## src/rtl/fetch_unit.sv

```systemverilog
// fetch_unit: IF stage of the MIPS pipeline.
// Owns the PC, drives the instruction memory, and holds the IF/ID pipeline
// state (pc+4, valid, fault) in lockstep with the memory's output register,
// which acts as the IF/ID instruction latch.
// Optional feature macro: FETCH_PERF_EN adds perf_fetch / perf_stall counters.
module fetch_unit #(
    parameter logic [31:0] RESET_PC   = 32'h0000_0000,
    parameter int          IMEM_DEPTH = 256
) (
    input  logic        clk,
    input  logic        rst_n,
    input  logic        stall,
    input  logic        redirect,
    input  logic [31:0] redirect_pc,
    input  logic        flush,
    output logic        imem_read,
    output logic [31:0] imem_addr,
    input  logic [31:0] imem_rdata,
    output logic [31:0] ifid_instr,
    output logic [31:0] ifid_pc4,
    output logic        ifid_valid,
`ifdef FETCH_PERF_EN
    output logic [31:0] perf_fetch,
    output logic [31:0] perf_stall,
`endif
    output logic        ifid_fault
);

    localparam logic [31:0] DEPTH_WORDS = 32'(IMEM_DEPTH);

    logic [31:0] pc;
    logic [31:0] pc_plus4;
    logic        fetch_fault;

    // PC arithmetic wraps modulo 2^32; the fault test is on the word index
    assign pc_plus4    = pc + 32'd4;
    assign fetch_fault = ({2'b00, pc[31:2]} >= DEPTH_WORDS);

    // Memory only reads when the fetched word will actually be latched;
    // a stalled cycle keeps readdata (the IF/ID instruction) frozen
    assign imem_addr  = {pc[31:2], 2'b00};
    assign imem_read  = rst_n & (~stall | redirect);
    assign ifid_instr = ifid_valid ? imem_rdata : 32'h0000_0000;

    // PC and IF/ID state update: redirect beats stall beats flush beats normal fetch
    always_ff @(posedge clk or negedge rst_n) begin
        if (!rst_n) begin
            pc         <= RESET_PC;
            ifid_pc4   <= 32'h0000_0000;
            ifid_valid <= 1'b0;
            ifid_fault <= 1'b0;
        end else if (redirect) begin
            pc         <= redirect_pc & ~32'h0000_0003;
            ifid_valid <= 1'b0;
            ifid_fault <= 1'b0;
        end else if (stall) begin
            pc         <= pc;
            ifid_pc4   <= ifid_pc4;
            ifid_valid <= ifid_valid;
            ifid_fault <= ifid_fault;
        end else if (flush) begin
            pc         <= pc_plus4;
            ifid_pc4   <= pc_plus4;
            ifid_valid <= 1'b0;
        end else begin
            pc         <= pc_plus4;
            ifid_pc4   <= pc_plus4;
            ifid_valid <= ~fetch_fault;
            ifid_fault <= fetch_fault;
        end
    end

`ifdef FETCH_PERF_EN
    // Count real instructions delivered to decode and cycles lost to hazard stalls
    always_ff @(posedge clk or negedge rst_n) begin
        if (!rst_n) begin
            perf_fetch <= 32'h0000_0000;
            perf_stall <= 32'h0000_0000;
        end else begin
            if (!redirect && !stall && !flush && !fetch_fault)
                perf_fetch <= perf_fetch + 32'd1;
            if (stall && !redirect)
                perf_stall <= perf_stall + 32'd1;
        end
    end
`endif

endmodule

```

## config.mk

```make
export PLATFORM = sky130hd
export DESIGN_NAME = fetch_unit
export DESIGN_NICKNAME = d
export VERILOG_FILES = /design/src/rtl/fetch_unit.sv
export SDC_FILE = /design/constraint.sdc
export NUM_CORES = 1
export LEC_CHECK = 0
export CORE_UTILIZATION = 43
export DETAILED_ROUTE_END_ITERATION = 10
export PLACE_DENSITY = 0.81
export SYNTH_ARGS = -nofsm -noshare
export SYNTH_HDL_FRONTEND = slang
export SYNTH_SLANG_ARGS = --single-unit
```

## constraint.sdc

```tcl
create_clock -name clk -period 2.4 [get_ports clk]
set_input_delay 0.48 -clock clk [delete_from_list [all_inputs] [get_ports clk]]
set_output_delay 0.48 -clock clk [all_outputs]
set_load 0.005 [all_outputs]
```

### Word-level counts from Yosys, hierarchy flattened

Cells that the tools add are included.

| operators by class | value |
|---|---|
| add/sub/neg operators | 1 |
| $lt $le $gt $ge | 1 |
| bitwise operators | 5 |
| multiplexer cells | 9 |
| eq/ne operators | 2 |
| reductions and logical operators | 2 |

Operators by type and width:

| cell | count |
|---|---|
| $mux W32 | 3 |
| $add A32 B3 Y32 const B | 1 |
| $ge A30 B9 Y1 const B | 1 |
| $mux W1 | 6 |
| $reduce_and A2 Y1 | 2 |
| $not A1 Y1 | 3 |
| $ne A2 B1 Y1 const B | 1 |
| $ne A2 B2 Y1 const B | 1 |
| $and A1 B1 Y1 | 1 |
| $or A1 B1 Y1 | 1 |

| word-level totals | value |
|---|---|
| word-level logic and storage cells | 24 |
| input bits | 69 |
| output and inout bits | 99 |
| register bits | 66 |

### Logic depth before layout (Yosys ltp)

Gate-level depths: netlist of run 1.

| depth | value |
|---|---|
| depth in word-level cells | 5 |
| mapped depth | 7 |
| mapped depth without buffers | 5 |

### Worst setup path before layout of run 1

OpenSTA, ideal clock, no wires.

| timing path | value |
|---|---|
| path kind | reg2reg |
| start | register pc[12] |
| end | register ifid_pc4[26] |
| path buffers | 2 |
| slack | 397 ps |
| stages on the path, launching flop included | 7 |
| library setup time | 82 ps |
| arrival time | 1921 ps |
| period minus slack after synthesis | 2003 ps |
| required time | 2318 ps |
| cells stage by stage | dfrtp_1 > clkbuf_8 > nand4_1 > or4_1 > buf_2 > or4_1 > a31oi_1 |

| on the way | value |
|---|---|
| cells in the longest elaborated chain, start to end | 1 |

Ends and longest elaborated chain:

| item | RTL line | source |
|---|---|---|
| start, declared | 31 | `logic [31:0] pc;` |
| start signal, assigned | 53 | `pc <= redirect_pc & ~32'h0000_0003;` |
| start signal, assigned | 57 | `pc <= pc;` |
| start signal, assigned | 62 | `pc <= pc_plus4;` |
| $add A32 B3 Y32 | 36 | `assign pc_plus4 = pc + 32'd4;` |
| end signal, assigned | 58 | `ifid_pc4 <= ifid_pc4;` |
| end signal, assigned | 63 | `ifid_pc4 <= pc_plus4;` |
| end signal, assigned | 67 | `ifid_pc4 <= pc_plus4;` |
| end, declared | 20 | `output logic [31:0] ifid_pc4,` |

Every way passes these cells.
A chain may end at the register's enable or synchronous reset.

### Final worst setup path of run 1

| timing path | value |
|---|---|
| start | input redirect |
| end | output imem_read |

| on the way | value |
|---|---|
| cells in the longest elaborated chain, start to end | 2 |

Ends and longest elaborated chain:

| item | RTL line | source |
|---|---|---|
| start, declared | 13 | `input logic redirect,` |
| $or A1 B1 Y1 | 42 | `assign imem_read = rst_n & (~stall \| redirect);` |
| $and A1 B1 Y1 | 42 |  |
| end, declared | 16 | `output logic imem_read,` |

Every way passes these cells.

==> results of run 1 <==
[per-layer routing]
metal,global-route usage [%],wire (um),up-vias,share of wire [%]
met2,47.5,6450,243,49
met5,0,0,-,0
met3,4.58,1060,37,8.1
met4,10.4,335,0,2.6
li1,-,-,1944,-
met1,35.4,5180,2026,40
[sequential cells by signal, summed over array words and instances (netlist names)]
signal	cells
ifid_fault	1
pc	30
ifid_pc4	30
ifid_valid	1
[cells by family after synthesis]
family          count (synthesis)  share of synthesized area (%)
simple gates                  215                           29.5
compound gates                 89                           13.9
flops                          62                           38.9
buf+inv                        56                           10.5
xor+xnor                       27                           5.93
fa+ha+maj                       2                          0.628
mux                             2                          0.534
other cells                     1                         0.0941
[synthesized netlist by cell type (2+ instances only)]
cell,number,area share [%]
dfrtp_1,62,39
nand2_1,47,4.4
nor2_1,35,3.3
and2_1,34,5.3
o21ai_0,34,4.3
a31oi_1,26,4.1
or4_1,21,4.0
nand3_1,20,2.5
o31ai_1,19,3.6
clkbuf_1,18,1.7
xnor2_1,17,3.7
nand4_1,16,2.5
buf_4,10,1.9
nor4_1,10,1.6
xor2_1,10,2.2
clkbuf_8,8,2.8
or3_1,8,1.3
and3_1,7,1.1
inv_1,6,0.57
and4_1,5,1.1
buf_2,5,0.63
buf_6,3,0.85
clkbuf_2,3,0.38
a21oi_1,2,0.25
a311o_1,2,0.50
bufbuf_16,2,1.6
ha_1,2,0.63
nor3_1,2,0.25
o211ai_1,2,0.38
[metrics by stage]
stage | hold WS (ns) | std cells | util (%)
floorplan | 0.184 | 457 | -
global placement | 0.463 | 712 | 63.4
detailed placement | 0.473 | 712 | 63.4
CTS | 0.372 | 727 | 65.8
global route | 0.413 | 727 | 65.8
finish | 0.357 | 727 | 65.8
[cell usage in the layout (no fill, tap or decap), drive strengths merged, types with 2 or more instances in the layout]
master	n
inv	6
clkinvlp	3
xnor2	17
a311o	2
ha	2
nor2	35
or4	21
xor2	10
nand4	17
buf	37
and3	7
bufinv	2
nor3	2
clkbuf	9
a21oi	2
nand3	20
a31oi	26
clkdlybuf4s50	160
o211ai	2
and2	34
dfrtp	62
conb	4
nand2	47
o31ai	19
nor4	10
o21ai	34
and4	6
or3	9
[area by class of cell]
class / count / area (um^2)
fillers: 744 / 3020
multi-input cells: 339 / 2030
repair buffers: 197 / 1880
flip-flops and latches: 62 / 1550
well taps: 108 / 135
clock buffers: 9 / 124
clock inverters: 6 / 87.6
inverters: 6 / 22.5
[worst max path at each step]
stage / startpoint / cells after the start / to / slack [ns]
4_1_cts: redirect / 4 / imem_read / 0.03
3_3_place_gp: redirect / 4 / imem_read / 0.001
5_1_grt: redirect / 4 / imem_read / 0.08
3_5_place_dp: redirect / 4 / imem_read / 0.05
6_report: redirect / 4 / imem_read / 0.1
2_1_floorplan: pc[12] / 6 / ifid_pc4[26] / 0.40
[power by group through the flow]
stage	clock network [W]	logic [W]	registers (W)
2_1_floorplan	0	0.000350	0.00129
3_3_place_gp	0	0.000801	0.00131
3_5_place_dp	0	0.000815	0.00132
4_1_cts	0.00102	0.000821	0.00130
5_1_grt	0.00106	0.000893	0.00132
6_report	0.00102	0.000820	0.00130
[worst max-delay path, stage by stage]
cell             delay, ns
clkdlybuf4s50_1       0.51
inv_1                 0.08
a21boi_1              0.20
clkdlybuf4s50_1       0.55
==> impl_metrics.env, run 1 <==
export IMPL_fmax_ghz=0.435
export IMPL_routed_via_density=5.85
export IMPL_grt_pass1_vias=4025
export IMPL_diodes=0
export IMPL_pwr_share_clk_pct=32.4
export IMPL_drive_above_1_share_pct=9.37
export IMPL_reg2reg_depth=5
export IMPL_rsz0062_at_grt="false"
export IMPL_rrSetupSlack_ns=0.21
export IMPL_hold_violations=0
export IMPL_start_util_pct=45.0
export IMPL_wl_per_cell_um=17.9
export IMPL_ys_flop_type="dfrtp_1"
export IMPL_r2r_end="pc[30]"
export IMPL_cts_buffer_depth=2
export IMPL_critPathLaunchType="input pin"
export IMPL_tightest_slew_ns=0.788
export IMPL_place_ws_ns=0.0533
export IMPL_violations="design-rule violations"
export IMPL_p_total_w=0.00314
export IMPL_post_dp_cell_area_mm2=0.00561
export IMPL_crit_required_ns=1.92
export IMPL_cts_setup_buffers=0
export IMPL_wl_mm=13.0
export IMPL_stdcell_area_mm2=0.00582
export IMPL_track_usage_pct=27.8
export IMPL_placementRows=34
export IMPL_cts_root_buffer="clkbuf_8"
export IMPL_vdd_drop_max_uv=298
export IMPL_timing_final_ws_setup_ns=0.0990
export IMPL_numCtsBuffers=9
export IMPL_internal_power_w=0.00222
export IMPL_num_io_pins=168
export IMPL_switchingPower_w=0.000919
export IMPL_dp_hpwl_mm=9.79
export IMPL_syn_area_per_cell_um2=8.78
export IMPL_fp_coreArea_mm2=0.00885
export IMPL_antenna_found_initial=0
export IMPL_portBuffers=161
export IMPL_p_leak_nw=2.25
export IMPL_htree_levels=3
export IMPL_fin_skew_ns=0.0106
export IMPL_fin_crit_sh_pct=95.9
export IMPL_drc_errors=18
export IMPL_p_sw_share_pct=29.3
export IMPL_critical_path_class="input pin to primary output"
export IMPL_dieArea_mm2=0.00966
export IMPL_synthDistinctLibCells=47
export IMPL_dr_total_vias=4250
export IMPL_setup_tns_ns=0
export IMPL_yosys_warnings=0
export IMPL_period_needed_ns=2.30
export IMPL_die_h_um=98.3
export IMPL_cts_tree="built"
export IMPL_drt_pass1_iterations=8
export IMPL_seqPwrFrac_pct=41.5
export IMPL_hp_class="input pin to async pin"
export IMPL_drt_iter0_drc=430
export IMPL_p_comb_share_pct=26.1
export IMPL_place_gp_congestion=0.880
export IMPL_clkLatencyLatePin_ns=0.35
export IMPL_cp_arrival_ns=1.82
export IMPL_synth_cells=454
export IMPL_r2r_start="pc[17]"
export IMPL_cts_sinks=62
export IMPL_setup_violations_final=0
export IMPL_grt_max_degree=63
export IMPL_drv_cap=0
export IMPL_synthArstFlopShare_pct=100
export IMPL_ys_seq_elements=62
export IMPL_die_w_um=98.3
export IMPL_synth_area_mm2=0.00399
export IMPL_cts_resized_gates=0
export IMPL_cp_max_fo=2
export IMPL_layout_nets=686
export IMPL_cts_hold_buf=0
export IMPL_grt_overflow_total=0
export IMPL_ant_nets=0
export IMPL_power_density_mw_per_mm2=539
export IMPL_outcome="complete, but fails checks"
export IMPL_maxSlewHeadroom_pct=47.5
export IMPL_crit_path_end_kind="primary output"
export IMPL_slew_violations=0
export IMPL_path_clk_slew_ns=0.07
export IMPL_synth_edf_count=0
export IMPL_grt_pass1_wl_mm=21.2
export IMPL_syn_to_final_growth_pct=46.2
export IMPL_synth_seq_area_share_pct=38.9
Note: power is estimated with default switching activity, not from simulation.
==> inputs of run 2 (changes only) <==
Settings changed: CELL_PAD_IN_SITES_DETAIL_PLACEMENT set to 0, CELL_PAD_IN_SITES_GLOBAL_PLACEMENT set to 1, CORE_UTILIZATION 43 to 30, PLACE_DENSITY 0.81 to unset, PLACE_DENSITY_LB_ADDON set to 0.1.
==> run 2 against run 1 <==
Net effect: the run now ends clean; final cell count up 9.2%; non-clock buffer count grew 2; total power is 20% higher; die area is 42% higher; sequential power about the same; routed wire length is 0.38% higher; register-to-register slack improved by 0.04 ns; via count decreased by 4.7%; design area increased by 4.4%; sequential share of layout area fell by 1.1 points; highest routed layer unchanged.
==> impl_metrics.env, run 2 (same netlist as run 1, synthesis figures left out) <==
export IMPL_power_density_mw_per_mm2=619
export IMPL_crit_path_end_kind="primary output"
export IMPL_tightest_slew_ns=0.815
export IMPL_hold_violations=0
export IMPL_cts_root_buffer="clkbuf_16"
export IMPL_crit_chain="clkdlybuf4s50_1, inv_1, a21boi_1, buf_4, clkdlybuf4s50_1"
export IMPL_cts_setup_buffers=0
export IMPL_fp_coreArea_mm2=0.0128
export IMPL_routed_via_density=5.10
export IMPL_vdd_drop_max_uv=252
export IMPL_cp_arrival_ns=1.85
export IMPL_portBuffers=161
export IMPL_dieArea_mm2=0.0137
export IMPL_place_gp_congestion=0.780
export IMPL_hp_class="input pin to async pin"
export IMPL_reg2reg_depth=4
export IMPL_rrSetupSlack_ns=0.25
export IMPL_syn_to_final_growth_pct=52.6
export IMPL_drc_errors=0
export IMPL_cts_buffer_depth=2
export IMPL_fin_crit_sh_pct=97.2
export IMPL_p_leak_nw=2.35
export IMPL_setup_tns_ns=0
export IMPL_drive_above_1_share_pct=9.81
export IMPL_antenna_found_initial=0
export IMPL_cts_tree="built"
export IMPL_grt_pass1_wl_mm=19.4
export IMPL_whs_ns=0.401
export IMPL_cts_hold_buf=0
export IMPL_layout_commonest_cell="clkdlybuf4s50_1"
export IMPL_setup_violations_final=0
export IMPL_diodes=0
export IMPL_placementRows=41
export IMPL_critical_path_class="input pin to primary output"
export IMPL_clkLatencyLatePin_ns=0.34
export IMPL_r2r_start="pc[12]"
export IMPL_start_util_pct=31.2
export IMPL_track_usage_pct=19.0
export IMPL_endpoint="imem_read"
export IMPL_cp_num_cells=5
export IMPL_slew_violations=0
export IMPL_crit_buf_inv=4
export IMPL_r2r_end="pc[28]"
export IMPL_outcome="finished clean"
export IMPL_path_clk_slew_ns=0.05
export IMPL_final_cell_mix="clkdlybuf4s50_1, dfrtp_1, nand2_1"
export IMPL_rsz0062_at_grt="false"
export IMPL_grt_pass1_vias=3599
export IMPL_slowest_stage="clkdlybuf4s50_1"
export IMPL_layout_nets=688
export IMPL_critPathLaunchType="input pin"
export IMPL_cpPeakStageDelay_ns=0.52
export IMPL_crit_required_ns=1.92
export IMPL_path_delay_family="buffers and inverters"
export IMPL_die_w_um=117
export IMPL_maxSlewHeadroom_pct=45.6
export IMPL_ff_latch_area_mm2=0.00155
export IMPL_period_needed_ns=2.33
export IMPL_dp_hpwl_mm=9.91
export IMPL_p_total_w=0.00376
export IMPL_wl_per_cell_um=16.5
export IMPL_grt_overflow_total=0
export IMPL_reg_largest_list="ifid_pc4: 30 flops, pc: 30 flops"
export IMPL_wl_mm=13.1
export IMPL_multiInputGateArea_mm2=0.00203
export IMPL_cp_max_fo=2
export IMPL_dr_total_vias=4050
export IMPL_fmax_ghz=0.429
export IMPL_cp_common_cell="clkdlybuf4s50_1"
export IMPL_htree_levels=3
export IMPL_grt_max_degree=63
export IMPL_crit_path_start="redirect"
export IMPL_cts_sinks=62
export IMPL_drt_iter0_drc=186
export IMPL_die_h_um=117
export IMPL_fin_skew_ns=0.00838
export IMPL_nFillCells=1239
export IMPL_drv_cap=0
export IMPL_ant_nets=0
export IMPL_num_io_pins=168
export IMPL_drt_pass1_iterations=5
export IMPL_numCtsBuffers=9
==> run 2: changes by cell type in the layout (fill, tap and decap cells not counted) <==
cell and change:
buf_4 +2, bufinv_16 +2, clkbuf_16 +9, clkbuf_8 -8
clkinvlp_4 -2
==> run 2: layout make-up <==
type,instances,area share (%)
clock buffers,10,3.93
clock inverters,6,2.18
inverters,6,0.370
multi-input cells,339,33.3
flip-flops and latches,62,25.5
well taps,172,3.54
repair buffers,199,31.1
==> run 2: what timing repair did <==
| item | CTS | global route |
|---|---|---|
| endpoints found under the setup margin | 0 | 1 |
| hold endpoints to repair | 0 | 0 |
| resized for setup | 0 | 1 |
==> run 2: stage by stage <==
stage / util, % / area (um^2) / instances / worst slack (ns)
after global routing: 47.6 / 6080 / 794 / 0.0241
after global placement: 44.7 / 5710 / 778 / 0.0175
after detailed placement: 44.7 / 5710 / 778 / 0.0269
after floorplan: - / 4000 / 457 / 0.397
after CTS: 47.6 / 6080 / 794 / 0.0180
final: 47.6 / 6080 / 794 / 0.0673
==> run 2: worst min-delay path by stage <==
stage / from / endpoint / slack, ns / cells past startpoint
after floorplan: rst_n / ifid_fault / 0.18 / 0
after global placement: ifid_pc4[3] / ifid_pc4[3] / 0.47 / 2
after detailed placement: ifid_pc4[10] / ifid_pc4[10] / 0.47 / 2
after CTS: rst_n / pc[24] / 0.44 / 2
after global routing: rst_n / pc[24] / 0.47 / 2
final: rst_n / pc[24] / 0.40 / 2
==> run 2: report_power, final <==
group          total, W  switching (W)  internal, W
sequential      0.00129       0.000115      0.00117
combinational  0.000836       0.000357     0.000479
clock           0.00164       0.000492      0.00115
==> run 2: routing by layer <==
metal  up-vias  GRT usage (%)  part of all wire [%]
met1      1908           26.3                    46
met4         0           4.89                  0.86
met5         -              0                     0
met2       182           29.9                    45
met3         7           4.33                   8.6
li1       1953              -                     -
==> run 2: worst register-to-register path, stage by stage (launching register included) <==
cell,delay [ns]
dfrtp_1,0.34
nand4_1,0.14
or4_1,0.82
or4_1,0.59
a31oi_1,0.17
